[config.mk]
export PLATFORM = sky130hd
export DESIGN_NAME = count_bcd_display
export DESIGN_NICKNAME = d
export VERILOG_FILES = /design/src/rtl/count_disp_pkg.sv /design/src/rtl/bcd_to_seg7.sv /design/src/rtl/count_bcd_display.sv
export SDC_FILE = /design/constraint.sdc
export NUM_CORES = 1
export LEC_CHECK = 0
export ABC_AREA = 1
export ABC_CLOCK_PERIOD_IN_PS = 3100
export BUFFER_PORTS_ARGS = -buffer_cell sky130_fd_sc_hd__buf_4
export CAP_MARGIN = 20
export CORE_MARGIN = 5
export CORE_UTILIZATION = 45
export CTS_BUF_LIST = sky130_fd_sc_hd__clkbuf_4 sky130_fd_sc_hd__clkbuf_8
export CTS_CLUSTER_SIZE = 25
export DETAILED_ROUTE_END_ITERATION = 6
export PLACE_DENSITY_LB_ADDON = 0.1
export SYNTH_ARGS = -nofsm -noshare
export SYNTH_HDL_FRONTEND = slang
export SYNTH_SLANG_ARGS = --single-unit
[constraint.sdc]
create_clock -name clk -period 3.1 [get_ports clk]
set_input_delay 0.155 -clock clk [delete_from_list [all_inputs] [get_ports clk]]
set_output_delay 0.155 -clock clk [all_outputs]
set_load 0.01 [all_outputs]
[src/rtl/count_disp_pkg.sv]
// Shared types and constants for the count-to-7-segment display path:
// FSM states, BCD geometry, blank segment code and the double-dabble adjust step.
package count_disp_pkg;

  localparam int unsigned BCD_W      = 4;
  localparam int unsigned NUM_BCD    = 3;
  localparam int unsigned BCD_BITS   = BCD_W * NUM_BCD;
  localparam int unsigned NUM_DIGITS = 4;
  localparam int unsigned SEG_W      = 7;
  localparam int unsigned IDX_W      = 2;
  localparam int unsigned PRESC_W    = 16;

  localparam logic [SEG_W-1:0] SEG_BLANK = 7'h7F;

  typedef enum logic [1:0] {
    IDLE   = 2'd0,
    SHIFT  = 2'd1,
    COMMIT = 2'd2
  } state_t;

  // Add 3 to every BCD nibble that is 5 or more, ahead of the next left shift.
  function automatic logic [BCD_BITS-1:0] dabble_adjust(input logic [BCD_BITS-1:0] bcd);
    logic [BCD_BITS-1:0] r;
    r = bcd;
    for (int i = 0; i < int'(NUM_BCD); i++) begin
      if (bcd[i*BCD_W +: BCD_W] >= BCD_W'(5))
        r[i*BCD_W +: BCD_W] = bcd[i*BCD_W +: BCD_W] + BCD_W'(3);
    end
    return r;
  endfunction

endpackage

[src/rtl/bcd_to_seg7.sv]
// Combinational BCD nibble to active-low {g,f,e,d,c,b,a} segment decoder.
module bcd_to_seg7
  import count_disp_pkg::*;
(
  input  logic [BCD_W-1:0] digit,
  output logic [SEG_W-1:0] seg_c
);

  always_comb begin
    seg_c = SEG_BLANK;
    case (digit)
      4'd0:    seg_c = 7'b1000000;
      4'd1:    seg_c = 7'b1111001;
      4'd2:    seg_c = 7'b0100100;
      4'd3:    seg_c = 7'b0110000;
      4'd4:    seg_c = 7'b0011001;
      4'd5:    seg_c = 7'b0010010;
      4'd6:    seg_c = 7'b0000010;
      4'd7:    seg_c = 7'b1111000;
      4'd8:    seg_c = 7'b0000000;
      4'd9:    seg_c = 7'b0010000;
      default: seg_c = SEG_BLANK;
    endcase
  end

endmodule

[src/rtl/count_bcd_display.sv]
// Captures count strobes, converts to 3 BCD digits by sequential double-dabble and
// scans them onto a 4-digit active-low 7-segment display. Optional macro: LEADING_ZERO_BLANK_EN.
module count_bcd_display
  import count_disp_pkg::*;
#(
  parameter int unsigned COUNT_W  = 8,
  parameter int unsigned SCAN_DIV = 50000
) (
  input  logic               clk,
  input  logic               reset,
  input  logic [COUNT_W-1:0] count_in,
  input  logic               count_valid,
  output logic               busy,
  output logic [SEG_W-1:0]   seg,
  output logic [3:0]         an,
  output logic               dp
);

  localparam int unsigned CNT_W = (COUNT_W > 1) ? $clog2(COUNT_W) : 1;
  localparam logic [CNT_W-1:0]   LAST_SHIFT = CNT_W'(COUNT_W - 1);
  localparam logic [PRESC_W-1:0] SCAN_LAST  = PRESC_W'(SCAN_DIV - 1);

  state_t state, state_next;

  logic [COUNT_W-1:0]  bin;
  logic [BCD_BITS-1:0] bcd;
  logic [BCD_BITS-1:0] bcd_adj;
  logic [CNT_W-1:0]    shift_cnt;
  logic [COUNT_W-1:0]  pend_val;
  logic                pend_flag;
  logic [BCD_BITS-1:0] disp;

  logic               start;
  logic [COUNT_W-1:0] start_val;
  logic               shift_en;
  logic               capture_pend;
  logic               commit;

  // State register
  always_ff @(posedge clk or posedge reset) begin
    if (reset) state <= IDLE;
    else       state <= state_next;
  end

  // Next-state logic
  always_comb begin
    state_next = state;
    case (state)
      IDLE:    if (count_valid) state_next = SHIFT;
      SHIFT:   if (shift_cnt == LAST_SHIFT) state_next = COMMIT;
      COMMIT:  state_next = (pend_flag || count_valid) ? SHIFT : IDLE;
      default: state_next = IDLE;
    endcase
  end

  // Control decode; a strobe landing on COMMIT beats the older pending value
  always_comb begin
    start        = 1'b0;
    start_val    = count_in;
    shift_en     = 1'b0;
    capture_pend = 1'b0;
    commit       = 1'b0;
    case (state)
      IDLE:   start = count_valid;
      SHIFT: begin
        shift_en     = 1'b1;
        capture_pend = count_valid;
      end
      COMMIT: begin
        commit    = 1'b1;
        start     = pend_flag || count_valid;
        start_val = count_valid ? count_in : pend_val;
      end
      default: ;
    endcase
  end

  assign bcd_adj = dabble_adjust(bcd);

  // Conversion datapath and busy flag
  always_ff @(posedge clk or posedge reset) begin
    if (reset) begin
      bin       <= '0;
      bcd       <= '0;
      shift_cnt <= '0;
      busy      <= 1'b0;
    end else begin
      busy <= (state_next != IDLE);
      if (start) begin
        bin       <= start_val;
        bcd       <= '0;
        shift_cnt <= '0;
      end else if (shift_en) begin
        bcd       <= {bcd_adj[BCD_BITS-2:0], bin[COUNT_W-1]};
        bin       <= {bin[COUNT_W-2:0], 1'b0};
        shift_cnt <= shift_cnt + CNT_W'(1);
      end
    end
  end

  // One-deep pending slot, latest strobe wins
  always_ff @(posedge clk or posedge reset) begin
    if (reset) begin
      pend_val  <= '0;
      pend_flag <= 1'b0;
    end else if (capture_pend) begin
      pend_val  <= count_in;
      pend_flag <= 1'b1;
    end else if (commit) begin
      pend_flag <= 1'b0;
    end
  end

  always_ff @(posedge clk or posedge reset) begin
    if (reset)       disp <= '0;
    else if (commit) disp <= bcd;
  end

  logic [PRESC_W-1:0] presc;
  logic [IDX_W-1:0]   idx;
  logic               tick;

  assign tick = (presc == SCAN_LAST);

  // Scan prescaler, digit index and anode drive; an follows the pre-increment index
  always_ff @(posedge clk or posedge reset) begin
    if (reset) begin
      presc <= '0;
      idx   <= '0;
      an    <= 4'hF;
    end else begin
      presc <= tick ? '0 : presc + PRESC_W'(1);
      if (tick) begin
        idx <= idx + IDX_W'(1);
        an  <= ~(4'b0001 << idx);
      end
    end
  end

  logic [IDX_W-1:0] sel;
  logic [BCD_W-1:0] nibble;
  logic             blank;
  logic [SEG_W-1:0] dec_seg;
  logic [BCD_W-1:0] hund;
  logic [BCD_W-1:0] tens;

  assign hund = disp[2*BCD_W +: BCD_W];
  assign tens = disp[BCD_W +: BCD_W];

  // Digit select tracks the anode that is (or is about to be) lit
  always_comb begin
    sel    = tick ? idx : idx - IDX_W'(1);
    nibble = '0;
    blank  = 1'b0;
    case (sel)
      2'd0: nibble = disp[BCD_W-1:0];
      2'd1: begin
        nibble = tens;
`ifdef LEADING_ZERO_BLANK_EN
        blank  = (hund == '0) && (tens == '0);
`endif
      end
      2'd2: begin
        nibble = hund;
`ifdef LEADING_ZERO_BLANK_EN
        blank  = (hund == '0);
`endif
      end
      default: blank = 1'b1;
    endcase
  end

  bcd_to_seg7 u_dec (
    .digit (nibble),
    .seg_c (dec_seg)
  );

  always_ff @(posedge clk or posedge reset) begin
    if (reset) begin
      seg <= SEG_BLANK;
      dp  <= 1'b1;
    end else begin
      seg <= blank ? SEG_BLANK : dec_seg;
      dp  <= 1'b1;
    end
  end

endmodule
; Word level (Yosys, flattened, before mapping)
; Memories as Yosys holds them, arrays and structs flattened.
; Index checks and enable logic that the tools add are counted.
; W data, S select, Z words.
[op_classes]
add_sub_neg = 7
n_lt_le_gt_ge = 3
n_eq_ne = 6
n_shift = 1
mux = 25
n_bitwise = 1
reduce_logical = 7
[ops]
columns = operator, count
row1 = $mux W8, 4
row2 = $mux W12, 2
row3 = $add A16 B1 Y16 const B, 1
row4 = $eq A16 B16 Y1 const B, 1
row5 = $mux W16, 1
row6 = $ge A4 B3 Y1 const B, 3
row7 = $pmux W4 S3, 1
row8 = $mux W3, 3
row9 = $add A4 B2 Y4 const B, 2
row10 = $mux W4, 2
row11 = $mux W7, 1
row12 = $mux W1, 6
row13 = $mux W2, 3
row14 = $pmux W2 S3, 1
row15 = $reduce_bool A2 Y1, 3
row16 = $eq A2 B1 Y1 const B, 2
row17 = $eq A2 B2 Y1 const B, 2
row18 = $logic_not A2 Y1, 2
row19 = $not A4 Y4, 1
row20 = $shl A1 B2 Y4 const A, 1
row21 = $add A3 B1 Y3 const B, 1
row22 = $add A3 B2 Y3 const B, 1
row23 = $eq A3 B3 Y1 const B, 1
row24 = $reduce_or A3 Y1, 1
row25 = 4 further kinds, 4
[word_totals]
reg_bits = 76
mem_bits_ro = 112
inputBits = 11
output_inout_bits = 13
word_cells = 63
mem_count = 1
[mem_list]
columns = name, words, word_bits, rd, rd_ports_with_merged_regs, wr, line
row1 = (no name shown), 16, 7, 1, 0, 0, bcd_to_seg7.sv:11  ; case (digit)

; Depth between registers and ports, before layout
; An unclocked memory read counts as a cell.
[depth]
word_depth = 6
mapped_depth = 16
mapped_depth_nobuf = 16

; Modules after synthesis
; From an unflattened synthesis, not the netlist that was laid out.
[unflattened]
cells_unflattened = 456
hier_area_um2 = 3860.0
[by_module_without_submodules]
columns = module, instances, cells_each, area_each_um2, seq_area_each_um2
row1 = count_bcd_display, 1, 421, 3672.3, 1915.6
row2 = bcd_to_seg7, 1, 35, 187.7, 0.0

; Least setup slack after synthesis
; OpenSTA, ideal clock, no wires.
[synth_path]
path_kind = flip-flop to flip-flop
start = register presc[0]
end = register seg[0]
setup_ns = 0.084
t_arrival_ns = 1.987
t_required_ns = 3.016
slack_ns = 1.029
stages_incl_launch_ff = 16
path_buffers = 0
period_less_slack_ns = 2.071
cell_sequence = dfrtp_1 > ha_1 > nand3_2 > nor2_4 > nand2_4 > nand2_4 > nand2_4 > nand3_1 > nand2_1 > nor2_1 > inv_1 > ha_1 > inv_1 > nand4_1 > nand3_1 > nand3_1
[synth_via]
elab_chain_cells = 6
word_cells_on_any_way = 9
cone_classes = eq/ne: 3 / mux: 3 / reduce/logical: 2 / memory: 1
[synth_rtl]
columns = item, line
row1 = from (decl), count_bcd_display.sv:119  ; logic [PRESC_W-1:0] presc;
row2 = from (signal assigned), count_bcd_display.sv:132  ; presc <= tick ? '0 : presc + PRESC_W'(1);
row3 = $eq A16 B16 Y1 *, count_bcd_display.sv:123  ; assign tick = (presc == SCAN_LAST);
row4 = $mux W2 *, count_bcd_display.sv:152  ; sel = tick ? idx : idx - IDX_W'(1);
row5 = "$eq A2 B2 Y1, or another cell as far along", count_bcd_display.sv:155  ; case (sel)
row6 = $pmux W4 S3, count_bcd_display.sv:155
row7 = $mem_v2 Z16 W7, n/a
row8 = $mux W7 *, count_bcd_display.sv:183  ; seg <= blank ? SEG_BLANK : dec_seg;
row9 = to (signal assigned), count_bcd_display.sv:183
row10 = to (decl), count_bcd_display.sv:14  ; output logic [SEG_W-1:0] seg,
; Mark *: on every way between the ends. The rest lies on a longest branch, timed or not.
; A chain may end at the register's enable or synchronous reset.

; Final worst setup path
; Ends and elaborated chain as after synthesis.

==> results.sh <==
export IMPL_outcome="finished with violations"
export IMPL_violations="negative hold slack"
export IMPL_clkTransAtPathRegs_ns=0.08
export IMPL_netlist_area_sq_um=3940
export IMPL_clock_path_buffers=2
export IMPL_dpl_worst_slack_ns=0.755
export IMPL_final_util_pct=51.2
export IMPL_syn_nets=478
export IMPL_dp_cells=573
export IMPL_rsz0062_at_grt="false"
export IMPL_yosysMostFrequentCell="nand2_1"
export IMPL_peakVddDrop_mv=0.377
export IMPL_powerDensity_nw_per_um2=713
export IMPL_worst_slack_ns=0.748
export IMPL_drive_gt1_share_pct=19.8
export IMPL_syn_to_final_growth_pct=12.5
export IMPL_cts_resized=0
export IMPL_insertion_delay_ns=0.34
export IMPL_slowest_stage="dfrtp_1"
export IMPL_endpoint_kind="flip-flop"
export IMPL_regArea_sq_um=1920
export IMPL_arrival_ns=2.63
export IMPL_use_met2_pct=24.4
export IMPL_grt_pass1_wl_um=13600
export IMPL_stdcell_area_sq_um=4430
export IMPL_firstDrtPassIters=4
export IMPL_holdWs_ns=-0.00588
export IMPL_synthTopCellsByCount="77 x nand2_1, 65 x dfrtp_1, 60 x inv_1"
export IMPL_die_area_sq_um=10700
export IMPL_critical_path_peak_fanout=16
export IMPL_chipHeight_um=104
export IMPL_grt_util_met1_pct=19.4
export IMPL_yosysUniqueCellTypes=36
export IMPL_root_buffer="clkbuf_8"
export IMPL_pin_count=24
export IMPL_place_area_sq_um=4220
export IMPL_final_max_slew_viol_count=0
export IMPL_grt_ovfl_total=0
export IMPL_synth_top_area_share_pct=41.3
export IMPL_synth_top_flop_cell="dfrtp_1"
export IMPL_core_region_area_sq_um=8640
export IMPL_syn_instance_count=449
export IMPL_grt_pass1_vias=2947
export IMPL_slowest_delay_ns=0.39
export IMPL_synthArstFlopShare_pct=100
export IMPL_finClkSkew_ns=0.00998
export IMPL_period_share_pct=75.9
export IMPL_r2r_end="seg[0]$_DFF_PP1_"
export IMPL_p_leak_nw=2.17
export IMPL_worstHoldPathType="in2async"
export IMPL_cts_sinks=76
export IMPL_slew_headroom_pct=42.6
export IMPL_grt_use_total_pct=15.1
export IMPL_synth_seq_cells=76
export IMPL_drc=0
export IMPL_postCtsHoldBufs=0
export IMPL_yosysTopAreaCell="dfrtp_1"
export IMPL_num_vias=2931
export IMPL_fillers=847
export IMPL_drt_iter0_drc=122
export IMPL_crit_required_ns=3.38
export IMPL_final_nets=505
export IMPL_fmax_ghz=0.425
export IMPL_grtUsageMet3_pct=2.99
export IMPL_ant_nets=0
export IMPL_fin_cells=589
export IMPL_path_class="reg2reg"
export IMPL_synth_area_top_cells="dfrtp_1 41%, dfstp_2 7.3%, nand2_1 7.3%"
export IMPL_grt_busiest_layer="met2"
export IMPL_cts_setup_buffers=0
export IMPL_diodes=0
export IMPL_tightestPinTransition_ns=0.860
export IMPL_synth_edf_count=0
export IMPL_period_needed_ns=2.35
export IMPL_crit_chain="ha_1 -> nand3_2 -> nor2_4 -> nand2_4 -> nand2_4 -> nand2_4 -> nand3_1 -> nand2_1 -> nor2_1 -> inv_1 -> ha_1 -> inv_1 -> nand4_1 -> nand3_1 -> nand3_1"
export IMPL_wire_per_inst_um=12.6
export IMPL_power_mw=3.15
export IMPL_setup_viol=0
export IMPL_yosysSeqAreaShare_pct=48.7
export IMPL_rr_startpoint="presc[0]$_DFF_PP0_"
export IMPL_syn_area_per_cell_sq_um=8.76
export IMPL_worstRegToRegCells=15
export IMPL_h_tree_depth=3
export IMPL_fin_setup_tns_ns=0
export IMPL_die_x_um=104
export IMPL_synth_warnings=0
export IMPL_place_port_buffers=22
export IMPL_antenna_found_initial=0
export IMPL_gp_congestion=0.805
export IMPL_rows=34
export IMPL_cts_tree="built"
export IMPL_hold_viol=6
export IMPL_wl_um=7410
export IMPL_cap_violations=0
export IMPL_multiInputGateArea_sq_um=1730
export IMPL_avgViaCountPerCell=4.98
export IMPL_grt_max_degree=42
export IMPL_hpwl_um=5330
export IMPL_initial_core_util_pct=45.6
export IMPL_numCtsBuffers=9
export IMPL_start_kind="flip-flop"
export IMPL_ff2ff_setup_slack_ns=0.75
==> worst max-delay path, delay by kind of cell, from the launching register on <==
family                   cells  cell delay, ns
buffers and inverters        2            0.15
adder cells (fa/ha/maj)      2            0.41
AND/OR/NAND/NOR             11            1.34
flip-flops                   1            0.39
==> area by class of cell <==
| cell class | instances | share of cell area (%) |
|---|---|---|
| sequential | 76 | 43.3 |
| multi-input combinational | 297 | 39.1 |
| inverter | 67 | 5.68 |
| timing repair buffer | 25 | 4.24 |
| clock buffer | 11 | 3.28 |
| tap | 108 | 3.05 |
| clock inverter | 5 | 1.39 |
==> kinds of logic (layout without fill, tap and decap cells) <==
| family | Yosys count | count (layout) | share of synthesized area [%] |
|---|---|---|---|
| flops | 76 | 76 | 48.7 |
| compound gates | 87 | 87 | 12.0 |
| fa+ha+maj | 18 | 18 | 5.72 |
| simple gates | 181 | 181 | 23.8 |
| buf+inv | 76 | 108 | 7.38 |
| xor+xnor | 9 | 9 | 2.00 |
| other cells | 1 | 1 | 0.0953 |
| mux | 1 | 1 | 0.286 |
==> placed cells by master, fill, tap and decap left out, drive strengths merged <==
master / count
nand2: 91
nor4: 2
bufinv: 1
or2: 2
nor3: 4
nand3: 41
ha: 18
clkinv: 3
clkinvlp: 3
conb: 1
a22oi: 1
o21ai: 57
buf: 25
a32o: 1
o21bai: 1
nor2: 37
mux2: 1
nand4: 4
o32ai: 2
a21oi: 16
dfstp: 11
o22ai: 4
inv: 65
xor2: 9
a22o: 2
clkbuf: 11
o211ai: 2
dfrtp: 65
a31oi: 1
==> where the power goes <==
group / leakage (nW) / switching (mW) / total [mW] / internal (mW)
combinational: 1.14 / 0.587 / 0.934 / 0.347
clock: 0.0952 / 0.371 / 0.775 / 0.404
sequential: 0.930 / 0.163 / 1.44 / 1.28
total: 2.17 / 1.12 / 3.15 / 2.03
==> routing by layer <==
layer / vias to the layer above / part of all wire [%]
met1: 1398 / 48
met5: - / 0
met4: 0 / 1.5
met3: 9 / 2.3
li1: 1504 / -
met2: 20 / 48
==> registers in the layout (all words and copies together) (netlist names), 2 cells and up <==
signal,count
an,4
bcd,12
bin,8
disp,12
idx,2
pend_val,8
presc,16
seg,7
shift_cnt,3
state,2
==> how the worst max path moves through the flow <==
stage | startpoint | endpoint | slack, ns | depth (start not counted)
after global routing | presc[0]$_DFF_PP0_ | seg[0]$_DFF_PP1_ | 0.48 | 15
after CTS | presc[0]$_DFF_PP0_ | seg[0]$_DFF_PP1_ | 0.74 | 15
after floorplan | reset | bcd[0]$_DFFE_PP0P_ | 1.02 | 1
after global placement | presc[0]$_DFF_PP0_ | seg[0]$_DFF_PP1_ | 0.83 | 15
after detailed placement | presc[0]$_DFF_PP0_ | seg[0]$_DFF_PP1_ | 0.75 | 15
final | presc[0]$_DFF_PP0_ | seg[0]$_DFF_PP1_ | 0.75 | 15
Note: power is estimated with default switching activity, not from simulation.
